`src/rtl/multicycle_control_unit_if.sv`:
```
// Bus between the multi-cycle control unit and its fetch / ALU / regfile / PC neighbours.
// slave = control unit side, master = environment side.
interface multicycle_control_unit_if #(
  parameter int INSTR_W = 32,
  parameter int OPC_W   = 6,
  parameter int REG_W   = 3
);
  localparam int IMM_W = INSTR_W - OPC_W - REG_W - 2;

  logic               instr_valid;
  logic               instr_ready;
  logic [INSTR_W-1:0] instruction;
  logic               alu_done;
  logic               alu_zero;
  logic               alu_carry;
  logic [5:0]         alucode;
  logic               imControl;
  logic               alu_start;
  logic               writecode;
  logic [2:0]         pcControl;
  logic               pc_update;
  logic [REG_W-1:0]   op1;
  logic [IMM_W-1:0]   op2;
  logic               flag;
  logic               flag1;
  logic               halted;
  logic               illegal;

  modport slave (
    input  instr_valid, instruction, alu_done, alu_zero, alu_carry,
    output instr_ready, alucode, imControl, alu_start, writecode, pcControl,
           pc_update, op1, op2, flag, flag1, halted, illegal
  );

  modport master (
    output instr_valid, instruction, alu_done, alu_zero, alu_carry,
    input  instr_ready, alucode, imControl, alu_start, writecode, pcControl,
           pc_update, op1, op2, flag, flag1, halted, illegal
  );
endinterface

```
`src/rtl/multicycle_control_unit.sv`:
```
// FETCH/DECODE/EXECUTE/WRITEBACK sequencer with variable-latency ALU ops,
// flag-conditional jumps and a sticky HALT state.
module multicycle_control_unit #(
  parameter int INSTR_W = 32,
  parameter int OPC_W   = 6,
  parameter int REG_W   = 3,
  parameter int MC_EN   = 1
) (
  input logic clock,
  input logic reset,
  multicycle_control_unit_if.slave bus
);
  localparam int IMM_W = INSTR_W - OPC_W - REG_W - 2;

  typedef enum logic [2:0] {S_FETCH, S_DECODE, S_EXEC, S_WB, S_HALT} state_t;

  state_t             state, nxt;
  logic [INSTR_W-1:0] ir;
  logic [OPC_W-1:0]   opc;
  int unsigned        oc;
  logic               zf, cf;
  logic               hs;
  logic               is_arith, is_jump, is_mov, is_nop, is_hlt, is_ill, is_mc, taken;
  logic [5:0]         alucode_n;
  logic               imc_n;
  logic               start_d, wc_d, pcu_d, halted_d, illegal_d;
  logic [2:0]         pcc_d;

  assign opc             = ir[INSTR_W-1 -: OPC_W];
  assign oc              = 32'(opc);
  assign bus.instr_ready = (state == S_FETCH) && reset;
  assign hs              = bus.instr_valid && bus.instr_ready;

  always_comb begin
    is_arith = (oc <= 32'd14);
    is_jump  = (oc >= 32'd15) && (oc <= 32'd23);
    is_mov   = (oc == 32'd24);
    is_nop   = (oc == 32'd25);
    is_hlt   = (oc == 32'd26);
    is_ill   = (oc > 32'd26);
    is_mc    = (MC_EN != 0) && (oc == 32'd2 || oc == 32'd3 || oc == 32'd6 ||
                                oc == 32'd7 || oc == 32'd12);
    // zf/cf here are from earlier instructions; this one's flags land only in its own WB
    taken = 1'b0;
    case (oc)
      32'd15:         taken = 1'b1;
      32'd16, 32'd22: taken = zf;
      32'd19, 32'd23: taken = !zf;
      32'd17:         taken = cf;
      32'd21:         taken = !cf;
      32'd18:         taken = !cf && !zf;
      32'd20:         taken = cf || zf;
      default:        taken = 1'b0;
    endcase
    alucode_n = 6'd0;
    case (oc)
      32'd0, 32'd4: alucode_n = 6'd1;
      32'd1, 32'd5: alucode_n = 6'd2;
      32'd2, 32'd6: alucode_n = 6'd3;
      32'd3, 32'd7: alucode_n = 6'd4;
      32'd8:        alucode_n = 6'd5;
      32'd9:        alucode_n = 6'd6;
      32'd10:       alucode_n = 6'd7;
      32'd11:       alucode_n = 6'd8;
      32'd12:       alucode_n = 6'd9;
      32'd13:       alucode_n = 6'd10;
      32'd14:       alucode_n = 6'd11;
      32'd24:       alucode_n = 6'd12;
      default:      alucode_n = 6'd0;
    endcase
    if (oc >= 32'd4 && oc <= 32'd7)                    imc_n = 1'b1;
    else if ((oc >= 32'd8 && oc <= 32'd14) || is_mov) imc_n = ir[IMM_W];
    else                                               imc_n = 1'b0;
  end

  // state register
  always_ff @(posedge clock) begin
    if (!reset) state <= S_FETCH;
    else        state <= nxt;
  end

  // next-state
  always_comb begin
    nxt = state;
    unique case (state)
      S_FETCH:  if (hs) nxt = S_DECODE;
      S_DECODE: nxt = (is_ill || is_hlt) ? S_HALT : S_EXEC;
      S_EXEC:   if (!(is_mc && !bus.alu_done)) nxt = S_WB;
      S_WB:     nxt = S_FETCH;
      S_HALT:   nxt = S_HALT;
      default:  nxt = S_FETCH;
    endcase
  end

  // outputs: computed one cycle ahead so every control output is a flop
  always_comb begin
    start_d   = 1'b0;
    wc_d      = 1'b0;
    pcu_d     = 1'b0;
    pcc_d     = bus.pcControl;
    halted_d  = bus.halted;
    illegal_d = bus.illegal;
    unique case (state)
      S_DECODE: begin
        if (is_ill || is_hlt) begin
          pcu_d     = 1'b1;
          pcc_d     = 3'd2;
          halted_d  = 1'b1;
          illegal_d = bus.illegal | is_ill;
        end else begin
          start_d = !(is_jump || is_nop);
        end
      end
      S_EXEC: begin
        if (nxt == S_WB) begin
          wc_d  = is_arith || is_mov;
          pcu_d = 1'b1;
          pcc_d = {2'b00, taken};
        end
      end
      default: ;
    endcase
  end

  always_ff @(posedge clock) begin
    if (!reset) begin
      ir            <= '0;
      zf            <= 1'b0;
      cf            <= 1'b0;
      bus.alucode   <= '0;
      bus.imControl <= 1'b0;
      bus.op1       <= '0;
      bus.op2       <= '0;
      bus.flag      <= 1'b0;
      bus.flag1     <= 1'b0;
      bus.alu_start <= 1'b0;
      bus.writecode <= 1'b0;
      bus.pcControl <= '0;
      bus.pc_update <= 1'b0;
      bus.halted    <= 1'b0;
      bus.illegal   <= 1'b0;
    end else begin
      if (hs) ir <= bus.instruction;
      if (state == S_WB && is_arith) begin
        zf <= bus.alu_zero;
        cf <= bus.alu_carry;
      end
      if (state == S_DECODE) begin
        bus.alucode   <= alucode_n;
        bus.imControl <= imc_n;
        bus.op1       <= ir[INSTR_W-OPC_W-2 -: REG_W];
        bus.op2       <= ir[IMM_W-1:0];
        bus.flag      <= ir[INSTR_W-OPC_W-1];
        bus.flag1     <= ir[IMM_W];
      end
      bus.alu_start <= start_d;
      bus.writecode <= wc_d;
      bus.pcControl <= pcc_d;
      bus.pc_update <= pcu_d;
      bus.halted    <= halted_d;
      bus.illegal   <= illegal_d;
    end
  end
endmodule

```
`src/flat_wrapper.sv`:
```
// flat-port wrapper written by rule: the top's interface ports become plain ports
module multicycle_control_unit_flat 
#(
  parameter int INSTR_W = 32,
  parameter int OPC_W   = 6,
  parameter int REG_W   = 3,
  parameter int MC_EN   = 1
)
  (clock, reset, bus_instr_valid, bus_instruction, bus_alu_done, bus_alu_zero, bus_alu_carry, bus_instr_ready, bus_alucode, bus_imControl, bus_alu_start, bus_writecode, bus_pcControl, bus_pc_update, bus_op1, bus_op2, bus_flag, bus_flag1, bus_halted, bus_illegal);
  multicycle_control_unit_if #(.INSTR_W(INSTR_W), .OPC_W(OPC_W), .REG_W(REG_W)) bus_i ();
  input logic clock;
  input logic reset;
  input wire logic [$bits(bus_i.instr_valid)-1:0] bus_instr_valid;
  input wire logic [$bits(bus_i.instruction)-1:0] bus_instruction;
  input wire logic [$bits(bus_i.alu_done)-1:0] bus_alu_done;
  input wire logic [$bits(bus_i.alu_zero)-1:0] bus_alu_zero;
  input wire logic [$bits(bus_i.alu_carry)-1:0] bus_alu_carry;
  output wire logic [$bits(bus_i.instr_ready)-1:0] bus_instr_ready;
  output wire logic [$bits(bus_i.alucode)-1:0] bus_alucode;
  output wire logic [$bits(bus_i.imControl)-1:0] bus_imControl;
  output wire logic [$bits(bus_i.alu_start)-1:0] bus_alu_start;
  output wire logic [$bits(bus_i.writecode)-1:0] bus_writecode;
  output wire logic [$bits(bus_i.pcControl)-1:0] bus_pcControl;
  output wire logic [$bits(bus_i.pc_update)-1:0] bus_pc_update;
  output wire logic [$bits(bus_i.op1)-1:0] bus_op1;
  output wire logic [$bits(bus_i.op2)-1:0] bus_op2;
  output wire logic [$bits(bus_i.flag)-1:0] bus_flag;
  output wire logic [$bits(bus_i.flag1)-1:0] bus_flag1;
  output wire logic [$bits(bus_i.halted)-1:0] bus_halted;
  output wire logic [$bits(bus_i.illegal)-1:0] bus_illegal;
  assign bus_i.instr_valid = bus_instr_valid;
  assign bus_i.instruction = bus_instruction;
  assign bus_i.alu_done = bus_alu_done;
  assign bus_i.alu_zero = bus_alu_zero;
  assign bus_i.alu_carry = bus_alu_carry;
  assign bus_instr_ready = bus_i.instr_ready;
  assign bus_alucode = bus_i.alucode;
  assign bus_imControl = bus_i.imControl;
  assign bus_alu_start = bus_i.alu_start;
  assign bus_writecode = bus_i.writecode;
  assign bus_pcControl = bus_i.pcControl;
  assign bus_pc_update = bus_i.pc_update;
  assign bus_op1 = bus_i.op1;
  assign bus_op2 = bus_i.op2;
  assign bus_flag = bus_i.flag;
  assign bus_flag1 = bus_i.flag1;
  assign bus_halted = bus_i.halted;
  assign bus_illegal = bus_i.illegal;
  multicycle_control_unit #(.INSTR_W(INSTR_W), .OPC_W(OPC_W), .REG_W(REG_W), .MC_EN(MC_EN)) u_core (.clock(clock), .reset(reset), .bus(bus_i));
endmodule
```
`config.mk`:
```
export PLATFORM = sky130hd
export DESIGN_NAME = multicycle_control_unit_flat
export DESIGN_NICKNAME = d
export VERILOG_FILES = /design/src/rtl/multicycle_control_unit_if.sv /design/src/rtl/multicycle_control_unit.sv /design/src/flat_wrapper.sv
export SDC_FILE = /design/constraint.sdc
export NUM_CORES = 1
export LEC_CHECK = 0
export BUFFER_PORTS_ARGS = -buffer_cell sky130_fd_sc_hd__buf_2
export CAP_MARGIN = 20
export CORE_MARGIN = 2
export CORE_UTILIZATION = 56
export DETAILED_ROUTE_END_ITERATION = 10
export MAX_ROUTING_LAYER = met4
export PLACE_DENSITY = 0.95
export SKIP_CTS_REPAIR_TIMING = 1
export SYNTH_ARGS = -nofsm -noshare
export SYNTH_HDL_FRONTEND = slang
export SYNTH_SLANG_ARGS = --single-unit
```
`constraint.sdc`:
```
create_clock -name clock -period 5.3 [get_ports clock]
set_input_delay 0 -clock clock [delete_from_list [all_inputs] [get_ports clock]]
set_output_delay 0 -clock clock [all_outputs]
set_load 0.05 [all_outputs]
```
==> results.py <==
metrics = {
    "timing": {
        "layout_worst_path_cycle_share_pct": 41.6,
        "setup_ws_ns": 3.09,
        "timing_worst_slew_pin_value_ns": 1.05,
        "fin_skew_ns": 0.0138,
        "final_setup_tns_ns": 0,
        "max_slew_headroom_at_the_worst_pin_pct": 29.6,
        "min_period_ns": 2.21,
        "finalHoldViolations": 0,
        "maximum_operating_frequency_mhz": 453,
        "report.final.slew_viol_count": 0,
        "grt_setup_unrepaired": "false",
        "setup_viol": 0,
    },
    "min_path": {
        "sink_of_the_worst_hold_path": "u_core.bus.halted",
        "hold_depth": 2,
        "hold_path.class": "in -> reg",
        "worst_hold_startpoint": "reset",
    },
    "placed_design": {
        "place_ws_ns": 3.19,
        "place_congestion": 0.890,
        "dpl_wire_length_um": 4900,
        "place.port_buffers": 76,
    },
    "routing": {
        "vias_per_cell": 5.60,
        "final_antenna_net_count": 0,
        "top_signal_layer_used": "met4",
        "route.layer.met1.wl_um": 3320,
        "drt_drc_violations_left": 0,
        "routed-wl-met3_um": 517,
        "drt_iter0_drc": 314,
        "routed_wl_um": 8490,
        "vias": 3111,
        "wl_per_cell_um": 15.3,
        "detailedRoute.firstPassIterationCount": 5,
        "met2WireLength_um": 4360,
    },
    "grt": {
        "antenna_violations_before_repair": 0,
        "grt_pass1_wl_um": 11500,
        "globalRoute.totalOverflow": 0,
        "gr-usage-all-layers_pct": 23.9,
        "first_global_vias": 2566,
        "grt_max_degree": 67,
    },
    "synthesis": {
        "synth_area_um2": 3170,
        "synth.mux.area_fraction_pct": 2.61,
        "synth.top_cells.by_area": "sky130_fd_sc_hd__dfxtp_1 (50%), sky130_fd_sc_hd__nand2_1 (14%), sky130_fd_sc_hd__a21oi_1 (10%)",
        "cell_type_with_the_highest_aggregate_area_in_the_netlist": "sky130_fd_sc_hd__dfxtp_1",
        "synth.yosys.warnings": 0,
        "seq_area_frac_synth_pct": 50.0,
        "synth_top_family_by_area": "simple AND/OR/NAND/NOR gates",
        "synth_cell_type_count": 46,
        "synthAdderAreaFrac_pct": 0.791,
        "synth-edff-count": 0,
        "synth_compound_gate_area_share_pct": 16.2,
        "async_reset_ff_share_pct": 0,
        "syn_inst": 389,
        "ys_top_cells_by_count": "sky130_fd_sc_hd__nand2_1 (120), sky130_fd_sc_hd__dfxtp_1 (79), sky130_fd_sc_hd__a21oi_1 (66)",
        "postSynthAreaPerCell_um2": 8.14,
        "ys_ff_latch": 79,
        "synth_top_cell_area_share_pct": 50.0,
        "post-synth-top-count-cell": "sky130_fd_sc_hd__nand2_1",
        "synth_simple_gate_area_share_pct": 24.3,
        "synthFlopType": "sky130_fd_sc_hd__dfxtp_1",
        "synthXorXnorAreaFrac_pct": 0,
    },
    "power_and_ir_drop": {
        "pwr_density_cell_nw_per_um2": 357,
        "seqPwrFrac_pct": 47.2,
        "power_frac_comb_pct": 20.6,
        "clock_power_share_pct": 32.3,
        "irDropWorstVdd_v": 0.000217,
        "cell_internal_pwr_uw": 982,
        "p_sw_share_pct": 31.7,
        "net-switching-power_uw": 455,
        "p_leak_uw": 0.00170,
    },
    "clock_network": {
        "htree_levels": 3,
        "cts_root_buf": "sky130_fd_sc_hd__clkbuf_8",
        "cts_tree": "done",
        "worst_skew_pair_latency_ns": 0.35,
        "cts_buffer_depth": 2,
        "numCtsBuffers": 9,
        "cts.sinks": 79,
        "path_clk_slew_ns": 0.07,
    },
    "final_layout": {
        "layout-area-overhead-vs-synth_pct": 27.0,
        "layout-drive-gt1-share_pct": 21.5,
        "fin_nets": 519,
        "final_util_pct": 73.5,
        "diodes": 0,
    },
    "worst_setup_path": {
        "critPathLaunchType": "flop",
        "critical_path.endpoint_type": "flop",
        "critical_path_required_ns": 5.52,
        "rr_startpoint": "u_core.state[0]",
        "crit_path_max_fanout": 11,
        "timing.critical_path.arrival_ns": 2.43,
        "crit_type": "reg -> reg",
        "worst_r2r_path_depth": 7,
        "timing.reg2reg.setup_slack_ns": 3.09,
    },
    "run_status": {
        "status": "completed",
    },
    "die": {
        "die_height_um": 79.2,
        "die_area_um2": 6270,
        "io_pins": 80,
        "die_w_um": 79.2,
        "num_rows": 27,
        "std_cell_core_area_um2": 5470,
        "start_util_pct": 57.8,
    },
    "run": {
        "max_cap_violations": 0,
    },
}
==> critical path, stage by stage, from the launching register on <==
cell and delay (ns):
sky130_fd_sc_hd__dfxtp_1 0.41, sky130_fd_sc_hd__nor4b_4 0.70, sky130_fd_sc_hd__nand2_1 0.16, sky130_fd_sc_hd__a21oi_1 0.21, sky130_fd_sc_hd__inv_1 0.07, sky130_fd_sc_hd__ha_1 0.21
sky130_fd_sc_hd__o211ai_1 0.22, sky130_fd_sc_hd__mux2i_1 0.10
==> cell families after synthesis <==
family,after synthesis
AO/OA/AOI/OAI,91
adder cells (fa/ha/maj),2
buffers and inverters,40
flip-flops,79
multiplexers,8
other,1
AND/OR/NAND/NOR,168
==> sequential cells by signal, indices dropped and copies added (netlist names), named ones only <==
name / flops
u_core.ir: 32
u_core.bus.op2: 21
u_core.bus.alucode: 4
u_core.bus.op1: 3
u_core.state: 3
u_core.bus.pcControl: 2
u_core.bus.alu_start: 1
u_core.bus.flag: 1
u_core.bus.flag1: 1
u_core.bus.halted: 1
u_core.bus.illegal: 1
u_core.bus.imControl: 1
u_core.bus.pc_update: 1
u_core.bus.writecode: 1
u_core.cf: 1
u_core.zf: 1
==> area by class of cell <==
type                       count  area (um^2)
inverter                       8         30.0
multi-input combinational    272         1400
fill                         372         1450
clock inverter                 4         53.8
sequential                    79         1580
clock buffer                  12          155
timing repair buffer         109          707
tap                           72         90.1
==> worst max-delay path by stage <==
stage | cells past startpoint | end | from | slack [ns]
floorplan | 9 | flop | u_core.state[1] | 3.44
CTS | 7 | flop | u_core.state[0] | 3.13
global placement | 6 | flop | u_core.state[0] | 3.33
detailed placement | 7 | flop | u_core.state[0] | 3.19
finish | 7 | flop | u_core.state[0] | 3.09
global route | 7 | flop | u_core.state[0] | 2.88
==> metrics by stage <==
| step | hold WS, ns | std cells | total power (uW) | cell area, um^2 |
|---|---|---|---|---|
| floorplan | 0.136 | 391 | 896 | 3170 |
| global placement | 0.229 | 509 | 943 | 3500 |
| detailed placement | 0.245 | 509 | 953 | 3500 |
| CTS | -0.118 | 525 | 1400 | 3710 |
| global route | 0.0463 | 556 | 1490 | 4020 |
| finish | 0.0288 | 556 | 1440 | 4020 |
==> metal layers <==
layer,track usage [%],up-vias
met3,3.18,32
li1,-,1473
met1,28.3,1464
met5,-,-
met2,39.4,142
met4,12.9,0
==> power groups by stage <==
stage,Sequential (uW),Clock (uW),Combinational (uW)
floorplan,719,0,177
global placement,686,0,257
detailed placement,688,0,264
CTS,675,459,267
global route,683,486,319
finish,678,463,295
==> placed cells by master (no fill, tap or decap), types with 2 or more instances in the layout <==
cell type / n
sky130_fd_sc_hd__a31oi_1: 4
sky130_fd_sc_hd__a21oi_1: 66
sky130_fd_sc_hd__buf_2: 76
sky130_fd_sc_hd__dlygate4sd3_1: 30
sky130_fd_sc_hd__nand2b_1: 7
sky130_fd_sc_hd__mux2i_1: 6
sky130_fd_sc_hd__nand2_1: 120
sky130_fd_sc_hd__buf_4: 2
sky130_fd_sc_hd__o21a_1: 2
sky130_fd_sc_hd__mux2_2: 2
sky130_fd_sc_hd__o211ai_1: 2
sky130_fd_sc_hd__nor2_1: 9
sky130_fd_sc_hd__inv_1: 7
sky130_fd_sc_hd__o21bai_1: 2
sky130_fd_sc_hd__nand4b_1: 2
sky130_fd_sc_hd__and2_1: 2
sky130_fd_sc_hd__clkinvlp_4: 2
sky130_fd_sc_hd__nand4_1: 4
sky130_fd_sc_hd__nand3_1: 2
sky130_fd_sc_hd__ha_1: 2
sky130_fd_sc_hd__conb_1: 3
sky130_fd_sc_hd__nor3_1: 3
sky130_fd_sc_hd__nor2b_1: 4
sky130_fd_sc_hd__nand3b_1: 5
sky130_fd_sc_hd__or2_2: 2
sky130_fd_sc_hd__o21ai_0: 4
sky130_fd_sc_hd__clkbuf_8: 11
sky130_fd_sc_hd__dfxtp_1: 79
No activity file was read; power rests on OpenSTA's default activity.
